**config.mk**
```make
export PLATFORM = sky130hd
export DESIGN_NAME = maxpool2x2_fw
export DESIGN_NICKNAME = d
export VERILOG_FILES = /design/src/rtl/maxpool2x2_fw.sv
export SDC_FILE = /design/constraint.sdc
export NUM_CORES = 1
export LEC_CHECK = 0
export CAP_MARGIN = 20
export CORE_AREA = 2 2 232 234
export DETAILED_ROUTE_END_ITERATION = 16
export DIE_AREA = 0 0 234 236
export HOLD_SLACK_MARGIN = 0.08
export PLACE_DENSITY_LB_ADDON = 0.08
export SKIP_LAST_GASP = 1
export SYNTH_ARGS = -nofsm -noshare
export SYNTH_HDL_FRONTEND = slang
export SYNTH_SLANG_ARGS = --single-unit
export TNS_END_PERCENT = 20
```
**constraint.sdc**
```tcl
create_clock -name clk -period 11.39 [get_ports clk]
set_clock_uncertainty 0.05 [all_clocks]
set_input_delay 2.8475 -clock clk [delete_from_list [all_inputs] [get_ports clk]]
set_output_delay 2.8475 -clock clk [all_outputs]
set_load 0.02 [all_outputs]
```
**src/rtl/maxpool2x2_fw.sv**
```systemverilog
// 2x2 stride-2 FP32 max-pool forward stage over a CHW tensor in word memory.
// One read per cycle pair, one write per window; go/done start handshake.
module maxpool2x2_fw #(
    parameter int ADDR_W = 32,
    parameter int DIM_W  = 16
) (
    input  logic              clk,
    input  logic              rst_l,
    input  logic              go,
    output logic              done,
    input  logic [DIM_W-1:0]  dim_c,
    input  logic [DIM_W-1:0]  dim_h,
    input  logic [DIM_W-1:0]  dim_w,
    input  logic [ADDR_W-1:0] in_base,
    input  logic [ADDR_W-1:0] out_base,
    output logic              rd_en,
    output logic [ADDR_W-1:0] rd_ptr,
    input  logic              rd_avail,
    input  logic [31:0]       rd_data,
    output logic              wr_en,
    output logic [ADDR_W-1:0] wr_ptr,
    output logic [31:0]       wr_data,
    input  logic              wr_avail
);

    localparam logic [2:0] S_IDLE    = 3'd0;
    localparam logic [2:0] S_RD_REQ  = 3'd1;
    localparam logic [2:0] S_RD_WAIT = 3'd2;
    localparam logic [2:0] S_WR_REQ  = 3'd3;
    localparam logic [2:0] S_WR_WAIT = 3'd4;
    localparam logic [2:0] S_DONE    = 3'd5;

    localparam logic [31:0] QNAN = 32'h7FC0_0000;

    logic [2:0]        state;
    logic [DIM_W-1:0]  c_lim, oh_lim, ow_lim;
    logic [DIM_W-1:0]  c_cnt, oy_cnt, ox_cnt;
    logic [1:0]        elem;
    logic [ADDR_W-1:0] w_r, row_ptr, win_ptr;
    logic              h_odd;
    logic [31:0]       max_r;

    function automatic logic is_nan(input logic [31:0] x);
        return (&x[30:23]) && (|x[22:0]);
    endfunction

    // b strictly greater than a; signed zeros are equal
    function automatic logic gt(input logic [31:0] b, input logic [31:0] a);
        logic r;
        if (b[30:0] == 31'd0 && a[30:0] == 31'd0)
            r = 1'b0;
        else if (b[31] != a[31])
            r = ~b[31];
        else if (!b[31])
            r = b[30:0] > a[30:0];
        else
            r = b[30:0] < a[30:0];
        return r;
    endfunction

    function automatic logic [31:0] fold(input logic first,
                                         input logic [31:0] m,
                                         input logic [31:0] d);
        logic [31:0] r;
        if (is_nan(d) || (!first && is_nan(m)))
            r = QNAN;
        else if (first)
            r = d;
        else
            r = gt(d, m) ? d : m;
        return r;
    endfunction

    logic [1:0]        elem_nx;
    logic [ADDR_W-1:0] nxt_rd, nxt_row, nxt_win, row_step;
    logic              last_ox, last_oy, last_c, last_out, zero_job;
    logic [31:0]       fold_val;

    always_comb begin
        elem_nx  = elem + 2'd1;
        nxt_rd   = win_ptr + (elem_nx[1] ? w_r : '0) + ADDR_W'(elem_nx[0]);
        last_ox  = ox_cnt == ow_lim - DIM_W'(1);
        last_oy  = oy_cnt == oh_lim - DIM_W'(1);
        last_c   = c_cnt == c_lim - DIM_W'(1);
        last_out = last_ox && last_oy && last_c;
        row_step = w_r << 1;
        // an odd trailing row is skipped when crossing into the next channel
        nxt_row  = row_ptr + row_step + ((last_oy && h_odd) ? w_r : '0);
        nxt_win  = last_ox ? nxt_row : win_ptr + ADDR_W'(2);
        fold_val = fold(elem == 2'd0, max_r, rd_data);
        zero_job = (dim_c == '0) || (dim_h < DIM_W'(2)) ||
                   (dim_w < DIM_W'(2));
    end

    always_ff @(posedge clk or negedge rst_l) begin
        if (!rst_l) begin
            state   <= S_IDLE;
            done    <= 1'b0;
            rd_en   <= 1'b0;
            rd_ptr  <= '0;
            wr_en   <= 1'b0;
            wr_ptr  <= '0;
            wr_data <= '0;
            c_lim   <= '0;
            oh_lim  <= '0;
            ow_lim  <= '0;
            c_cnt   <= '0;
            oy_cnt  <= '0;
            ox_cnt  <= '0;
            elem    <= '0;
            w_r     <= '0;
            row_ptr <= '0;
            win_ptr <= '0;
            h_odd   <= 1'b0;
            max_r   <= '0;
        end else begin
            case (state)
                S_IDLE: begin
                    if (go) begin
                        c_lim   <= dim_c;
                        oh_lim  <= dim_h >> 1;
                        ow_lim  <= dim_w >> 1;
                        w_r     <= ADDR_W'(dim_w);
                        h_odd   <= dim_h[0];
                        row_ptr <= in_base;
                        win_ptr <= in_base;
                        wr_ptr  <= out_base;
                        c_cnt   <= '0;
                        oy_cnt  <= '0;
                        ox_cnt  <= '0;
                        elem    <= '0;
                        if (zero_job) begin
                            state <= S_DONE;
                            done  <= 1'b1;
                        end else begin
                            state  <= S_RD_REQ;
                            rd_en  <= 1'b1;
                            rd_ptr <= in_base;
                        end
                    end
                end
                S_RD_REQ: state <= S_RD_WAIT;
                S_RD_WAIT: begin
                    if (rd_avail) begin
                        max_r <= fold_val;
                        elem  <= elem_nx;
                        if (elem == 2'd3) begin
                            rd_en   <= 1'b0;
                            wr_en   <= 1'b1;
                            wr_data <= fold_val;
                            state   <= S_WR_REQ;
                        end else begin
                            rd_ptr <= nxt_rd;
                            state  <= S_RD_REQ;
                        end
                    end
                end
                S_WR_REQ: state <= S_WR_WAIT;
                S_WR_WAIT: begin
                    if (wr_avail) begin
                        wr_en <= 1'b0;
                        if (last_out) begin
                            state <= S_DONE;
                            done  <= 1'b1;
                        end else begin
                            wr_ptr  <= wr_ptr + ADDR_W'(1);
                            win_ptr <= nxt_win;
                            rd_ptr  <= nxt_win;
                            rd_en   <= 1'b1;
                            state   <= S_RD_REQ;
                            if (last_ox) begin
                                row_ptr <= nxt_row;
                                ox_cnt  <= '0;
                                if (last_oy) begin
                                    oy_cnt <= '0;
                                    c_cnt  <= c_cnt + DIM_W'(1);
                                end else begin
                                    oy_cnt <= oy_cnt + DIM_W'(1);
                                end
                            end else begin
                                ox_cnt <= ox_cnt + DIM_W'(1);
                            end
                        end
                    end
                end
                S_DONE: begin
                    if (!go) begin
                        done  <= 1'b0;
                        state <= S_IDLE;
                    end
                end
                default: state <= S_IDLE;
            endcase
        end
    end

endmodule

```
==> Yosys cells after proc, flatten, opt, wreduce, memory -nomap -nowiden <==
Index checks and enable logic that the tools add are counted.
{ "word_totals": {"regBits": 311, "in_bits": 149, "output_inout_bits": 99, "wordCells": 167} }
{ "op_classes": {"add_sub_neg": 13, "order_cmp": 4, "n_eq_ne": 22, "mux": 71, "bitwise_logic": 1, "reduce_logical": 37} }
{ "ops": {"columns": ["cell", "n"], "rows": [
  ["32-bit two-way mux", 17],
  ["16-bit two-way mux", 14],
  ["32-bit case mux with 2 select lines", 3],
  ["16-bit case mux with 2 select lines", 3],
  ["32-bit case mux with 3 select lines", 1],
  ["32-bit by 16-bit adder with 32-bit output", 2],
  ["31-bit logical NOT", 2],
  ["16-bit by 1-bit adder with 16-bit output, second input constant", 3],
  ["16-bit equality test", 3],
  ["23-bit OR reduction", 2],
  ["32-bit by 1-bit adder with 32-bit output", 1],
  ["32-bit by 1-bit adder with 32-bit output, second input constant", 1],
  ["32-bit by 17-bit adder with 32-bit output", 1],
  ["32-bit by 2-bit adder with 32-bit output, second input constant", 1],
  ["16-bit by 2-bit < comparator with 1-bit output, second input constant", 2],
  ["15-bit by 1-bit subtractor with 16-bit output, second input constant", 2],
  ["31-bit > comparator", 1],
  ["31-bit < comparator", 1],
  ["2-bit inequality test, second input constant", 12],
  ["1-bit two-way mux", 19],
  ["3-bit two-way mux", 6],
  ["3-bit case mux with 6 select lines", 1],
  ["16-bit logical NOT", 1],
  ["8-bit AND reduction", 2],
  ["25 further kinds", 47]
]} }

==> Depth between registers and ports, before layout <==
{ "depth": {"ltp_word": 9, "mapped_depth": 23, "depth_no_buf": 22} }

==> Worst setup path before layout <==
No wires, ideal clock.
{ "synth_path": {"path_type": "input-to-reg", "startpoint": "in rd_data[27]", "endpoint": "reg max_r[31]", "setup_ns": 0.126, "arrival_time_ns": 5.556, "required_time_ns": 11.214, "setup_slack_ns": 5.658, "stages": 9, "n_path_buf": 1, "cell_sequence": "ha_1 -> and4_1 -> nand3_1 -> or4_1 -> or4_1 -> a211oi_1 -> clkbuf_1 -> nor3_1 -> a221o_1"} }
{ "synth_between": {"elab_chain_len": 9, "word_cells_on_any_way": 15, "classes_between": "2 x order compare; 8 x mux; 5 x reduce/logical"} }
{ "synth_rtl": {"columns": ["element", "line_no", "rtl"], "rows": [
  ["start, declared", "19", "input logic [31:0] rd_data,"],
  ["31-bit > comparator or 31-bit < comparator (tied branches)", "55, 57", null],
  ["1-bit two-way mux", "54", "else if (!b[31])"],
  ["1-bit two-way mux", "52", "else if (b[31] != a[31])"],
  ["1-bit two-way mux", "50", "if (b[30:0] == 31'd0 && a[30:0] == 31'd0)"],
  ["1-bit two-way mux", "67", "else if (first)"],
  ["1-bit two-way mux", "65", "if (is_nan(d) || (!first && is_nan(m)))"],
  ["32-bit two-way mux", "70", "r = gt(d, m) ? d : m;"],
  ["32-bit two-way mux", "67", null],
  ["32-bit two-way mux (*)", "65", null],
  ["end signal, assigned", "145", "max_r <= fold_val;"],
  ["end, declared", "41", "logic [31:0] max_r;"]
]} }
Every way passes the cells marked *; elsewhere a longest branch is shown, timed or not. The select of a mux whose other input is x is not followed.
A chain may end at the register's enable or synchronous reset.

==> Final worst setup path <==
{ "layout_path": {"startpoint": "in rd_data[25]", "endpoint": "reg max_r[3]"} }
Same word-level chain as after synthesis.

==> qor_table.md <==
| Stage | Item | Reported |
|---|---|---|
| clock network | Post-CTS repair timing setup buffer count | 0 |
| yosys | Number of distinct library cell variants in the gate-level netlist after synthesis | 82 |
| pwr | Leakage component of the power | 0.0106 µW |
| clock network | Clock Sinks | 296 |
| yosys | Yosys warnings | 0 |
| yosys | Commonest register cell after synthesis | dfrtp_1 |
| placed design | Post-detail-place hpwl | 50,600 µm |
| global route | Maximum number of pins on one net before global-route repair | 111 |
| pwr | Pwr dens | 281 mW/mm² |
| yosys | Yosys reg bits | 296 |
| yosys | Top-area cell type share of the netlist area | 0.354 |
| floorplanning | Number of standard-cell rows in the floorplan | 85 |
| yosys | Share of synthesized registers carrying an async set or reset | 1.00 |
| yosys | Cell type with the highest aggregate area in the netlist | dfrtp_1 |
| clock network | Longest Clk Path Bufs | 3 |
| layout | Final core utilization | 0.477 |
| sta | Final-report max-slew violation count | 0 |
| global route | Wire length of the first global-routing pass | 112,000 µm |
| sta | Post-layout minimum cycle time | 6.58 ns |
| yosys | Cells taking the most area after synthesis | dfrtp_1 35%, nand2_1 7.2%, ha_1 4.5%, nor2_1 3.9%, o21ai_0 3.9% |
| job | Maxcap violations | 0 |
| yosys | Post-Synth XOR/XNOR Area | 0.0594 |
| layout | Final Net Count | 2,999 |
| yosys | Mapped Cells | 2,613 |
| drt | Average detailed-routed wire length per instance | 20.3 µm |
| sta | Final total negative setup slack | 0 ns |
| setup path | Type of element capturing the critical path | flip-flop |
| yosys | Post-synthesis instance area | 0.0209 mm² |
| clock network | Number of H-tree levels | 2 |
| drt | Via count | 20,500 |
| yosys | Simple-gate share of the synthesized area | 0.251 |
| clock network | Total of hold buffers inserted after clock tree synthesis | 0 |
| sta | Share of the clock period used by the worst path | 0.578 |
| floorplanning | Chip height | 236 µm |
| layout | Leading cell type in the layout, fill and taps excluded | nand2_1 |
| layout | Synthesis-to-finish area growth | 20.9% |
| sta | Endpoints failing setup | 0 |
| drt | Initial DRT Pass Iterations | 6 |
| sta | Maximum clock frequency | 0.152 GHz |
| setup path | Data arrival, critical path | 6.93 ns |
| setup path | Crit start category | primary input |
| floorplanning | Overall die area | 0.0552 mm² |
| pwr | Maximum resistive drop on vdd | 0.000125 V |
| floorplanning | Die width | 234 µm |
| outcome | Outcome | completed |
| setup path | Endpoint required time on the critical path | 11.74 ns |
| floorplanning | Count of pins on the block boundary | 248 |
| clock network | Gates resized, CTS repair | 0 |
| yosys | Area share of fa/ha/maj cells after synthesis | 0.0621 |
| yosys | Sequential element share of the synthesized area | 0.354 |
| setup path | Worst Path Max Fanout | 44 |
| clock network | Clock-pin slew on the worst setup and hold paths | 0.05 ns |
| clock network | Clock tree from TritonCTS | yes |
| yosys | Mean area per synthesized cell | 8.01 µm² |
| drt | Detailed Route Iter0 Violations | 1,498 |
| global route | GR Overflow Total | 0 |
| clock network | Clock buffer count from CTS | 39 |
| clock network | Clock latency of the later-clocked register in the worst-skew pair | 0.57 ns |
| floorplanning | Initial cell density of the core | 0.394 |
| layout | Commonest cells after routing, fill and taps aside | 404 x nand2_1, 296 x dfrtp_1, 246 x clkdlybuf4s50_1 |
| drt | Total wire length | 70,900 µm |
| global route | Antenna violations before repair | 8 |
| placed design | Routability cong. | 0.896 |
| yosys | Combinational family with the most area after synthesis | simple AND/OR/NAND/NOR gates |
| sta | Transition time at the pin with the least slew margin | 1.03 ns |
| worst hold path | Class of the worst hold path | reg -> reg |
| yosys | Post-Synthesis Net Count | 2,855 |
| global route | GRT Util Overall | 0.254 |
| clock network | Root buffer selected by CTS | clkbuf_16 |
| drt | Final routed DRC violation total | 0 |
| sta | Final Hold Violating Endpoints | 0 |
| yosys | EDFF count, synth | 0 |
| yosys | Mux cell area share after synthesis | 0.00395 |
| setup path | Worst Path Class, Setup | in -> reg |
| drt | Remaining number of nets flagged by the antenna check after routing | 0 |
| global route | Via count of the first global-routing pass | 20,000 |
| drt | Average vias per placed instance | 5.87 |
| sta | Setup repair after global routing missed its margin | no |
| yosys | Compound-gate portion of the synthesized area | 0.220 |
| floorplanning | Core outline area | 0.0531 mm² |
| sta | Worst relative slew slack | 0.312 |
| layout | Fraction of layout instances using a drive strength above 1 | 0.0477 |
| placed design | I/O Buffers | 247 |
-- path summary, 6_finish.rpt --
check	to	cells past startpoint	start	slack, ns
min	rd_ptr[2]	2	rd_ptr[2]	0.43
min reg2reg	rd_ptr[2]	2	rd_ptr[2]	0.43
max reg2reg	win_ptr[20]	20	oh_lim[0]	4.83
max	max_r[3]	9	rd_data[25]	4.81
min in group asynchronous	win_ptr[11]	1	rst_l	2.26
max in group asynchronous	wr_data[0]	3	rst_l	6.77
-- through the flow --
stage               std cells  instance area [µm²]  power (µW)  hold WS (ns)  setup slack (ns)
finish                   3488                25300        7110         0.428              4.81
global route             3488                25300        7680         0.453              4.48
CTS                      3479                25200        7130         0.433              4.85
detailed placement       3409                23900        5820         0.421              4.25
global placement         3408                23900        5730         0.412              4.43
floorplan                2613                20900        4540         0.406              5.66
-- critical path, stage by stage --
cell             delay [ns]
clkdlybuf4s50_1        0.51
ha_1                   0.35
and4_1                 0.18
nand3_1                0.14
or4_1                  0.57
o211ai_1               0.45
a21bo_2                0.81
or3_1                  0.82
o221ai_1               0.21
-- sequential cells by signal (all words and copies together) (netlist names), 32 cells and up --
signal,count
rd_ptr,32
wr_ptr,32
row_ptr,32
wr_data,32
win_ptr,32
max_r,32
-- report_power, final --
group	internal (µW)	total [µW]	switching (µW)	leakage, µW
Combinational	1550	3760	2210	0.00631
Sequential	1470	2080	614	0.00364
Clock	762	1270	506	0.000660
Total	3780	7110	3330	0.0106
-- layer usage --
layer | wire length [µm] | GRT usage | vias to the layer above
li1 | - | - | 9762
met1 | 31200 | 0.337 | 10000
met2 | 34200 | 0.429 | 553
met3 | 3520 | 0.0405 | 124
met4 | 1950 | 0.0696 | 4
met5 | 27 | 0 | -
-- area by class of cell --
type	instances	area [µm²]
Sequential cell	296	7410
Multi-Input combinational cell	2044	12600
Inverter	99	372
Timing Repair Buffer	277	2750
Clock buffer	57	1220
Clock inverter	13	100
Antenna cell	6	15.0
Fill cell	5222	27800
Tap cell	696	871
-- synthesized netlist by cell type, drive strengths merged, types with 5 or more instances --
library cell / number
a211o: 12
o22a: 8
nor2: 220
mux2i: 6
and2: 20
o221ai: 22
and4: 7
o21ai: 166
nand4: 50
o211ai: 50
o21a: 22
buf: 25
a2bb2oi: 14
nand2: 404
xor2: 70
a31oi: 51
a21o: 18
o22ai: 15
o2111ai: 32
nand3: 107
nor4: 53
or4: 13
nor4b: 5
clkbuf: 149
nand2b: 14
dfrtp: 296
xnor2: 72
a22oi: 9
and3: 55
nor3b: 7
nor3: 67
o31ai: 11
o31a: 8
a22o: 5
a221oi: 19
or2: 8
ha: 75
a2111oi: 13
nand3b: 10
inv: 99
fa: 18
nor2b: 19
a211oi: 23
a21oi: 160
or3: 31
-- logic make-up (layout without fill, tap and decap cells) --
family	Yosys count	count (layout)
and+or+nand+nor	1101	1101
other	0	6
DFF	296	296
xor gates and xnor gates	142	142
muxes	8	8
AOI/OAI and AO/OA	700	700
adders and majority gates	93	93
buffers and inverters	273	446
Power figures use the tool's default switching activity.
